### src/rtl/board_ram_arbiter.sv
// Board RAM arbiter: 256-cycle board clear, plus round-robin game/display access; accepted request drives RAM next cycle, read data returns one cycle later.
// Requesters hold req until ack; requests wait while the clear runs and are accepted on its final edge or later.
module board_ram_arbiter #(
  parameter logic [3:0] EMPTY_CODE = 4'd14,
  parameter logic [7:0] HEAD_ADDR  = 8'd152,
  parameter logic [3:0] HEAD_CODE  = 4'd0,
  parameter logic [7:0] FOOD_ADDR  = 8'd136,
  parameter logic [3:0] FOOD_CODE  = 4'd6
) (
  input  logic       clk,
  input  logic       rst,
  input  logic       clr_start,
  output logic       busy,
  input  logic       g_req,
  input  logic       g_we,
  input  logic [7:0] g_addr,
  input  logic [3:0] g_wdata,
  output logic       g_ack,
  output logic       g_rvalid,
  output logic [3:0] g_rdata,
  input  logic       d_req,
  input  logic [7:0] d_addr,
  output logic       d_ack,
  output logic       d_rvalid,
  output logic [3:0] d_rdata,
  output logic       ram_we,
  output logic [7:0] ram_addr,
  output logic [3:0] ram_din,
  input  logic [3:0] ram_dout
);

  typedef enum logic {IDLE, CLEAR} state_t;

  state_t     state, state_nxt;
  logic [7:0] cnt, cnt_nxt;
  logic       we_q, we_nxt;
  logic [7:0] addr_q, addr_nxt;
  logic [3:0] din_q, din_nxt;
  logic       g_ack_q, g_ack_nxt, d_ack_q, d_ack_nxt;
  logic       g_pend, g_pend_nxt, d_pend, d_pend_nxt;
  logic       g_rv_q, d_rv_q;
  logic [3:0] g_rd_q, d_rd_q;
  logic       last_d, last_d_nxt;
  logic       arb_en;
  logic       g_ok, d_ok, grant_g, grant_d;

  function automatic logic [3:0] cell_code(input logic [7:0] a);
    if (a == HEAD_ADDR)      return HEAD_CODE;
    else if (a == FOOD_ADDR) return FOOD_CODE;
    else                     return EMPTY_CODE;
  endfunction

  // A port is masked in its ack cycle: its req is still the request just accepted.
  assign g_ok    = g_req & ~g_ack_q;
  assign d_ok    = d_req & ~d_ack_q;
  assign grant_d = d_ok & (~g_ok | ~last_d);
  assign grant_g = g_ok & ~grant_d;

  always_ff @(posedge clk or negedge rst) begin
    if (!rst) state <= IDLE;
    else      state <= state_nxt;
  end

  always_comb begin
    state_nxt  = state;
    cnt_nxt    = cnt;
    we_nxt     = 1'b0;
    addr_nxt   = addr_q;
    din_nxt    = din_q;
    g_ack_nxt  = 1'b0;
    d_ack_nxt  = 1'b0;
    g_pend_nxt = 1'b0;
    d_pend_nxt = 1'b0;
    last_d_nxt = last_d;
    arb_en     = 1'b0;
    case (state)
      IDLE: begin
        if (clr_start) begin
          state_nxt = CLEAR;
          cnt_nxt   = 8'd0;
          we_nxt    = 1'b1;
          addr_nxt  = 8'd0;
          din_nxt   = cell_code(8'd0);
        end else begin
          arb_en = 1'b1;
        end
      end
      CLEAR: begin
        if (cnt == 8'hFF) begin
          state_nxt = IDLE;
          arb_en    = 1'b1;
        end else begin
          cnt_nxt  = cnt + 8'd1;
          we_nxt   = 1'b1;
          addr_nxt = cnt + 8'd1;
          din_nxt  = cell_code(cnt + 8'd1);
        end
      end
      default: state_nxt = IDLE;
    endcase
    if (arb_en && grant_g) begin
      g_ack_nxt  = 1'b1;
      we_nxt     = g_we;
      addr_nxt   = g_addr;
      din_nxt    = g_wdata;
      g_pend_nxt = ~g_we;
      last_d_nxt = 1'b0;
    end else if (arb_en && grant_d) begin
      d_ack_nxt  = 1'b1;
      addr_nxt   = d_addr;
      d_pend_nxt = 1'b1;
      last_d_nxt = 1'b1;
    end
  end

  always_ff @(posedge clk or negedge rst) begin
    if (!rst) begin
      cnt     <= 8'd0;
      we_q    <= 1'b0;
      addr_q  <= 8'd0;
      din_q   <= 4'd0;
      g_ack_q <= 1'b0;
      d_ack_q <= 1'b0;
      g_pend  <= 1'b0;
      d_pend  <= 1'b0;
      g_rv_q  <= 1'b0;
      d_rv_q  <= 1'b0;
      g_rd_q  <= 4'd0;
      d_rd_q  <= 4'd0;
      last_d  <= 1'b0;
    end else begin
      cnt     <= cnt_nxt;
      we_q    <= we_nxt;
      addr_q  <= addr_nxt;
      din_q   <= din_nxt;
      g_ack_q <= g_ack_nxt;
      d_ack_q <= d_ack_nxt;
      g_pend  <= g_pend_nxt;
      d_pend  <= d_pend_nxt;
      g_rv_q  <= g_pend;
      d_rv_q  <= d_pend;
      last_d  <= last_d_nxt;
      if (g_rv_q) g_rd_q <= ram_dout;
      if (d_rv_q) d_rd_q <= ram_dout;
    end
  end

  // Read data is presented straight from the RAM in the valid cycle, then held.
  assign g_rdata  = g_rv_q ? ram_dout : g_rd_q;
  assign d_rdata  = d_rv_q ? ram_dout : d_rd_q;
  assign g_rvalid = g_rv_q;
  assign d_rvalid = d_rv_q;
  assign g_ack    = g_ack_q;
  assign d_ack    = d_ack_q;
  assign busy     = (state == CLEAR);
  assign ram_we   = we_q;
  assign ram_addr = addr_q;
  assign ram_din  = din_q;

endmodule

### config.mk
export PLATFORM = sky130hd
export DESIGN_NAME = board_ram_arbiter
export DESIGN_NICKNAME = d
export VERILOG_FILES = /design/src/rtl/board_ram_arbiter.sv
export SDC_FILE = /design/constraint.sdc
export NUM_CORES = 1
export LEC_CHECK = 0
export BUFFER_PORTS_ARGS = -buffer_cell sky130_fd_sc_hd__clkbuf_2
export CELL_PAD_IN_SITES_DETAIL_PLACEMENT = 1
export CELL_PAD_IN_SITES_GLOBAL_PLACEMENT = 2
export CORE_ASPECT_RATIO = 1.25
export CORE_MARGIN = 2
export CORE_UTILIZATION = 30
export CTS_CLUSTER_DIAMETER = 40
export DETAILED_ROUTE_END_ITERATION = 16
export PLACE_DENSITY_LB_ADDON = 0.08
export REMOVE_ABC_BUFFERS = 1
export SLEW_MARGIN = 15
export SYNTH_ARGS = -nofsm -noshare
export SYNTH_HDL_FRONTEND = slang
export SYNTH_SLANG_ARGS = --single-unit
### constraint.sdc
create_clock -name clk -period 2.1 [get_ports clk]
set_input_delay 0.21 -clock clk [delete_from_list [all_inputs] [get_ports clk]]
set_output_delay 0.21 -clock clk [all_outputs]
set_load 0.01 [all_outputs]
# Word-level counts from Yosys, hierarchy flattened

Index checks and enable logic that the tools add are counted.

Register bits after elaboration: 36
Bits of input ports: 30
Output and inout bits: 26
Word-level logic and storage cells: 67

Add/subtract/negate cells: 1
Equality and inequality tests: 9
Mux-type cells: 26
Bitwise operators: 12
Reductions and logical operators: 6

Operator list:

| operator                                      | count |
|---|---|
| two-way mux 8 bit                             | 4 |
| two-way mux 4 bit                             | 7 |
| == test 8 bit, second input constant          | 3 |
| case mux 8 bit (2 select lines)               | 1 |
| two-way mux 1 bit                             | 11 |
| adder 8 x 1 -> 8 bit, second input constant   | 1 |
| case mux 4 bit (2 select lines)               | 1 |
| NOT 1 bit                                     | 7 |
| AND reduction 2 bit                           | 3 |
| AND 1 bit                                     | 4 |
| != test 2 bit, second input constant          | 2 |
| != test 4 x 2 -> 1 bit, second input constant | 1 |
| != test 4 bit, second input constant          | 1 |
| case mux 1 bit (2 select lines)               | 2 |
| != test 3 x 2 -> 1 bit, second input constant | 1 |
| != test 3 bit, second input constant          | 1 |
| logical AND 1 bit                             | 2 |
| nonzero test 2 bit                            | 1 |
| bitwise OR 1 bit                              | 1 |

# Logic depth before layout (Yosys ltp)

Gate-level depths: netlist of run 1.

Depth after elaboration: 10
Mapped depth: 7
Depth with buffers taken out: 7

# Worst setup path after synthesis of run 1

Ideal clock, no wire load.

Path type: register to register
Start: reg cnt[0]
End: reg addr_q[3], in the netlist ram_addr[3]
Library setup time: 0.121 ns
Arrival: 1.699 ns
Required time: 1.979 ns
Slack: 0.280 ns
Stages on the path, launching flop included: 8
Path buffers: 0
Period minus slack after synthesis: 1.820 ns
Cells stage by stage: dfrtp_1 > ha_1 > nand4_1 > o22ai_4 > inv_4 > nor3_4 > nor2_1 > a22o_1

Longest elaborated chain between the ends: 6
Elaborated cells on any way between the ends: 13
Those cells by class: add/sub (1); eq/ne (3); mux (6); reduce/logical (3)

RTL lines:

| what                                                                         | RTL line | source |
|---|---|---|
| from (decl)                                                                  | 35       | `logic [7:0] cnt, cnt_nxt;` |
| from (signal assigned)                                                       | 132      | `cnt <= cnt_nxt;` |
| parallel branches: the longest is 6 deep, another holds adder 8 x 1 -> 8 bit | --       |  |
| to (signal assigned)                                                         | 134      | `addr_q <= addr_nxt;` |
| to (decl)                                                                    | 37       | `logic [7:0] addr_q, addr_nxt;` |

Parallel ways; which one is timed is not known. The select of a mux whose other input is x is not followed.
A chain may end at the register's enable or synchronous reset.

# Final worst setup path of run 1

Start: reg cnt[0]
End: reg addr_q[7], in the netlist ram_addr[7]

Same word-level chain as after synthesis.

==> results.txt, run 1 <==
Critical Path Source Type -> register
Clock Path Buffers -> 2
Synth Area in Simple Gates -> 0.179
drt first-iter violations -> 53
slew margin rel. -> 0.554
Synth Warn # -> 0
Synth Area in Adders -> 0.00714
routability congestion estimate -> 0.805
drt drc -> 0
main combinational cell family by area after synthesis -> compound AO/OA/AOI/OAI gates
Via-to-Cell Ratio -> 5.15
DIE HEIGHT -> 89.4 um
dpl cells -> 295
crit path cell chain -> ha_2 -> nand4_1 -> o22ai_4 -> inv_4 -> nor3_4 -> buf_4 -> nand2_1 -> o21ai_0
Setup CP Type -> reg2reg
Core Rows -> 31
Worst-path clk slew -> 0.08 ns
dpl hpwl -> 4080 um
Skew-Pair Late Insertion Delay -> 0.29 ns
initial antenna violation count -> 0
max-slew violation count -> 0
syn_area_per_cell -> 10.1 um2
routed via count -> 1565
PwrDens -> 1090 nW/um2
clk sinks -> 36
Die X -> 72.3 um
CTS H-tree lvls -> 2
layout net count -> 268
Buf/Inv on CP -> 2
number of synthesized register bits -> 36
Hold WC Path Type -> in2reg
CP Data Required Time -> 2.31 ns
Synth Area in Compound Gates -> 0.183
total wire length -> 5130 um
Final Hold Viols -> 0
vias in the first global route -> 1705
full die area -> 6470 um2
worst-case clock skew -> 0.00674 ns
unrepaired setup endpoints after global routing -> no
Leakage -> 0.00109 uW
Initial Util -> 0.307
Netlist cell types -> 38
Max Fanout on Critical Path -> 9
Worst-Margin Slew -> 0.665 ns
Synth Area in XOR/XNOR -> 0.0300
Max VDD drop -> 0.000479 V
first-pass GRT wire length -> 8510 um
post-route setup TNS -> 0 ns
post-synthesis mux area share -> 0.0571
commonest non-fill, non-tap cell in the layout -> clkbuf_2
Syn Inst Count -> 174
crit path DAT -> 2.07 ns
gr usage total -> 0.173
routed wire length per instance -> 16.9 um
Synth async-reset ratio -> 1.00
min Tclk post-route -> 1.86 ns
Syn-to-layout area delta -> 29.3%
TritonCTS clock tree -> built
Final Setup Violations -> 0
Seq/Total Area, Yosys -> 0.514
EDFF count, synth -> 0
largest net degree at the start of global routing -> 37
Post-Layout Cell Count -> 304
layout cells sized above 1 -> 0.361
synthesized area -> 1750 um2
clock buffer count from CTS -> 5
Buffers on Ports -> 55
# diodes -> 0
Antenna Nets Post-Route -> 0
TritonRoute pass-1 iters -> 4
Core Region -> 5700 um2
Max Cap Violations -> 0
Worst Setup End Kind -> register
status -> finished clean
CP delay by family, top -> simple AND/OR/NAND/NOR gates
crit share post-route -> 0.887
I/O pin count -> 56
max frequency -> 0.537 GHz
Top FF cell, synth -> dfrtp_1
Crit-path slowest cell -> dfrtp_2
clk root buf -> clkbuf_8
commonest non-fill, non-tap cells in the layout -> 55 x clkbuf_2, 35 x dfrtp_1, 31 x nand2_1
GR Overflow Total -> 0
Crit path largest cell delay -> 0.43 ns
[cell usage after synthesis, types with 4 or more instances]
library cell,count,area share
dfrtp_1,36,0.51
nand2_1,31,0.066
o21ai_0,12,0.034
a21oi_1,9,0.026
mux2_2,8,0.051
nor2_1,8,0.017
nand3_1,6,0.017
a22o_1,5,0.025
clkbuf_1,5,0.011
a21o_1,4,0.017
a31oi_1,4,0.014
nor3_1,4,0.011
[layout make-up]
type,count,area [um2]
Sequential cell,36,902
Inverter,2,10.0
Clock buffer,5,68.8
Tap cell,66,82.6
Multi-Input combinational cell,127,802
Timing Repair Buffer,65,357
Fill cell,672,3440
Clock inverter,3,42.5
[flip-flops by register name, indices dropped and copies added (netlist names)]
register / count
busy: 1
cnt: 8
d_pend: 1
d_rd_q: 4
d_rvalid: 1
g_ack: 1
g_pend: 1
g_rd_q: 4
g_rvalid: 1
last_d: 1
ram_addr: 8
ram_din: 4
ram_we: 1
[through the flow]
stage | hold WS [ns] | area [um2] | utilization | worst slack [ns] | total power [uW]
final | 0.0823 | 2260 | 0.397 | 0.237 | 2480
after floorplan | -0.0856 | 1710 | - | 0.0313 | 1530
after global routing | 0.0772 | 2260 | 0.397 | 0.0372 | 2650
after global placement | 0.282 | 2140 | 0.375 | 0.195 | 1850
after CTS | 0.0731 | 2260 | 0.396 | 0.0805 | 2510
after detailed placement | 0.289 | 2140 | 0.375 | 0.0707 | 1880
[routing by layer]
metal	vias up	part of all wire	track usage
met5	-	0	0
li1	750	-	-
met3	5	0.046	0.0361
met2	35	0.52	0.314
met1	775	0.43	0.208
met4	0	0.0082	0.0463
[where the power goes]
part / switching (uW) / leakage, uW / internal, uW
combinational: 420 / 0.000596 / 392
clock: 265 / 0.0000541 / 351
sequential: 184 / 0.000436 / 863
[cells by family (layout without fill, tap and decap cells)]
kind of cell | count (synthesis) | in the layout
flops | 36 | 36
simple gates | 64 | 64
buf+inv | 11 | 75
compound gates | 47 | 47
fa+ha+maj | 1 | 1
mux | 9 | 9
xor+xnor | 6 | 6
[worst paths after layout]
path                                     to  depth (start not counted)  slack, ns    from
worst max-delay path            ram_addr[7]                          8       0.24  cnt[0]
worst min-delay path                 g_pend                          2       0.08    g_we
worst max register to register  ram_addr[7]                          8       0.24  cnt[0]
worst min register to register     g_rvalid                          0       0.36  g_pend
max in group asynchronous            cnt[0]                          3       1.25     rst
min in group asynchronous        ram_din[0]                          3       0.49     rst
[what timing repair did]
| item | 4_1_cts | 5_1_grt |
|---|---|---|
| setup endpoints to repair | 0 | 7 |
| buffers inserted | 0 | 0 |
| gates resized for setup | 0 | 3 |
| hold buffers | 1 | 0 |
| hold endpoints to repair | 36 | 0 |
(Power assumes the default switching activity.)
==> run 2, diff against run 1 <==
Clock period 2.1 ns to 1.8 ns, I/O delays scaled along.
==> run 2 against run 1 <==
Effect of this change: final area is 5.9% higher; register-to-register slack lost 0.18 ns; clock-buffer cell count unchanged; critical path depth down 1; sequential share of layout area fell by 2.2 points; die area is the same; sequential cell count did not move; maximum frequency up 6.7%; critical endpoint is now ram_addr[3].
==> results.txt, run 2 (synthesis results as in run 1) <==
status -> finished clean
Initial Util -> 0.307
CTS H-tree lvls -> 2
Worst Setup End Kind -> register
Worst-Margin Slew -> 0.475 ns
Via-to-Cell Ratio -> 5.13
Worst-path clk slew -> 0.08 ns
clk sinks -> 36
hold-critical path depth -> 2
largest net degree at the start of global routing -> 37
max-slew violation count -> 0
TritonCTS clock tree -> built
Critical Path Source Type -> register
dpl cells -> 305
clk root buf -> clkbuf_8
Worst Reg-to-Reg Cells -> 7
commonest non-fill, non-tap cells in the layout -> 55 x clkbuf_2, 35 x dfrtp_1, 30 x nand2_1
max frequency -> 0.573 GHz
Clock Path Buffers -> 2
routability congestion estimate -> 0.848
commonest non-fill, non-tap cell in the layout -> clkbuf_2
slew margin rel. -> 0.684
Max Cap Violations -> 0
cell area after layout -> 2400 um2
Buffers on Ports -> 55
vias in the first global route -> 1729
crit path DAT -> 1.92 ns
footprint of the multi-input gates -> 811 um2
dpl hpwl -> 4230 um
routed wire length per instance -> 16.9 um
Final Hold Viols -> 0
Core Region -> 5700 um2
worst-case clock skew -> 0.00865 ns
drt first-iter violations -> 38
min Tclk post-route -> 1.75 ns
Core Rows -> 31
total wire length -> 5400 um
Syn-to-layout area delta -> 36.9%
Fillers -> 674
PwrDens -> 1250 nW/um2
Crit Reg-Reg Endpoint -> ram_addr[3]
register area -> 902 um2
CP Capture Point -> ram_addr[3]
placed cell area -> 2210 um2
DP Worst Slack -> 0.0470 ns
Skew-Pair Late Insertion Delay -> 0.29 ns
crit share post-route -> 0.970
R2R Setup Slk -> 0.05 ns
CP Data Required Time -> 1.98 ns
Critical Path Start -> cnt[1]
Max Fanout on Critical Path -> 9
post-route setup TNS -> 0 ns
launch point of the worst reg-to-reg path -> cnt[1]
DIE HEIGHT -> 89.4 um
Max VDD drop -> 0.000497 V
Final Util -> 0.420
layout net count -> 284
Die X -> 72.3 um
Antenna Nets Post-Route -> 0
GR Overflow Total -> 0
TritonRoute pass-1 iters -> 4
full die area -> 6470 um2
Post-Layout Cell Count -> 320
Final WS setup -> 0.0545 ns
first-pass GRT wire length -> 8710 um
Leakage -> 0.00117 uW
Setup CP Type -> reg2reg
gr usage total -> 0.179
layout cells sized above 1 -> 0.413
I/O pin count -> 56
Hold WC Path Type -> in2reg
drt drc -> 0
clock buffer count from CTS -> 5
# diodes -> 0
Final Setup Violations -> 0
unrepaired setup endpoints after global routing -> yes
initial antenna violation count -> 0
routed via count -> 1642
==> run 2: cell types whose count changed in the layout (fill, tap and decap cells not counted), sizes merged <==
cell / previous run / this run
buf: 9 / 25
==> run 2: worst min path at each step <==
stage / from / slack, ns / endpoint
floorplan: rst / -0.12 / busy
global placement: rst / 0.25 / ram_din[0]
detailed placement: rst / 0.26 / ram_din[0]
CTS: g_we / 0.04 / g_pend
global route: g_we / 0.05 / g_pend
finish: g_we / 0.05 / g_pend
==> run 2: worst max-delay path, stage by stage (launching register included) <==
cell and delay [ns]:
dfrtp_1 0.37, ha_2 0.20, nand4_1 0.17, o22ai_4 0.26, inv_4 0.10, nor3_4 0.23, nor2_1 0.09, a22o_1 0.21
==> run 2: per-layer routing <==
| layer | track usage | up-vias | part of all wire |
|---|---|---|---|
| met5 | 0 | - | 0 |
| met4 | 0.0617 | 0 | 0.018 |
| met3 | 0.0338 | 7 | 0.039 |
| met2 | 0.329 | 32 | 0.53 |
| met1 | 0.207 | 818 | 0.41 |
| li1 | - | 785 | - |
==> run 2: stage by stage <==
step | hold slack [ns] | power [uW]
after global routing | 0.0522 | 3210
after detailed placement | 0.258 | 2270
after CTS | 0.0428 | 3000
after floorplan | -0.116 | 1790
final | 0.0494 | 2990
after global placement | 0.250 | 2230
==> run 2: area by class of cell <==
| class | instances | area share |
|---|---|---|
| Clock inverter | 3 | 0.0177 |
| Timing Repair Buffer | 81 | 0.200 |
| Inverter | 2 | 0.00418 |
| Tap cell | 66 | 0.0344 |
| Clock buffer | 5 | 0.0287 |
| Sequential cell | 36 | 0.376 |
| Multi-Input combinational cell | 127 | 0.338 |
==> run 2: report_power, final <==
| part | internal, uW | switching [uW] | total, uW | leakage, uW |
|---|---|---|---|---|
| sequential | 1010 | 168 | 1170 | 0.000437 |
| combinational | 528 | 563 | 1090 | 0.000678 |
| clock | 410 | 310 | 720 | 0.0000541 |
| total | 1940 | 1040 | 2990 | 0.00117 |
==> run 2: timing repair <==
item,in CTS,in global routing
endpoints found under the hold margin,36,0
gates resized for setup,0,10
hold buffers,1,0
setup endpoints to repair,0,10
buffers inserted,0,6
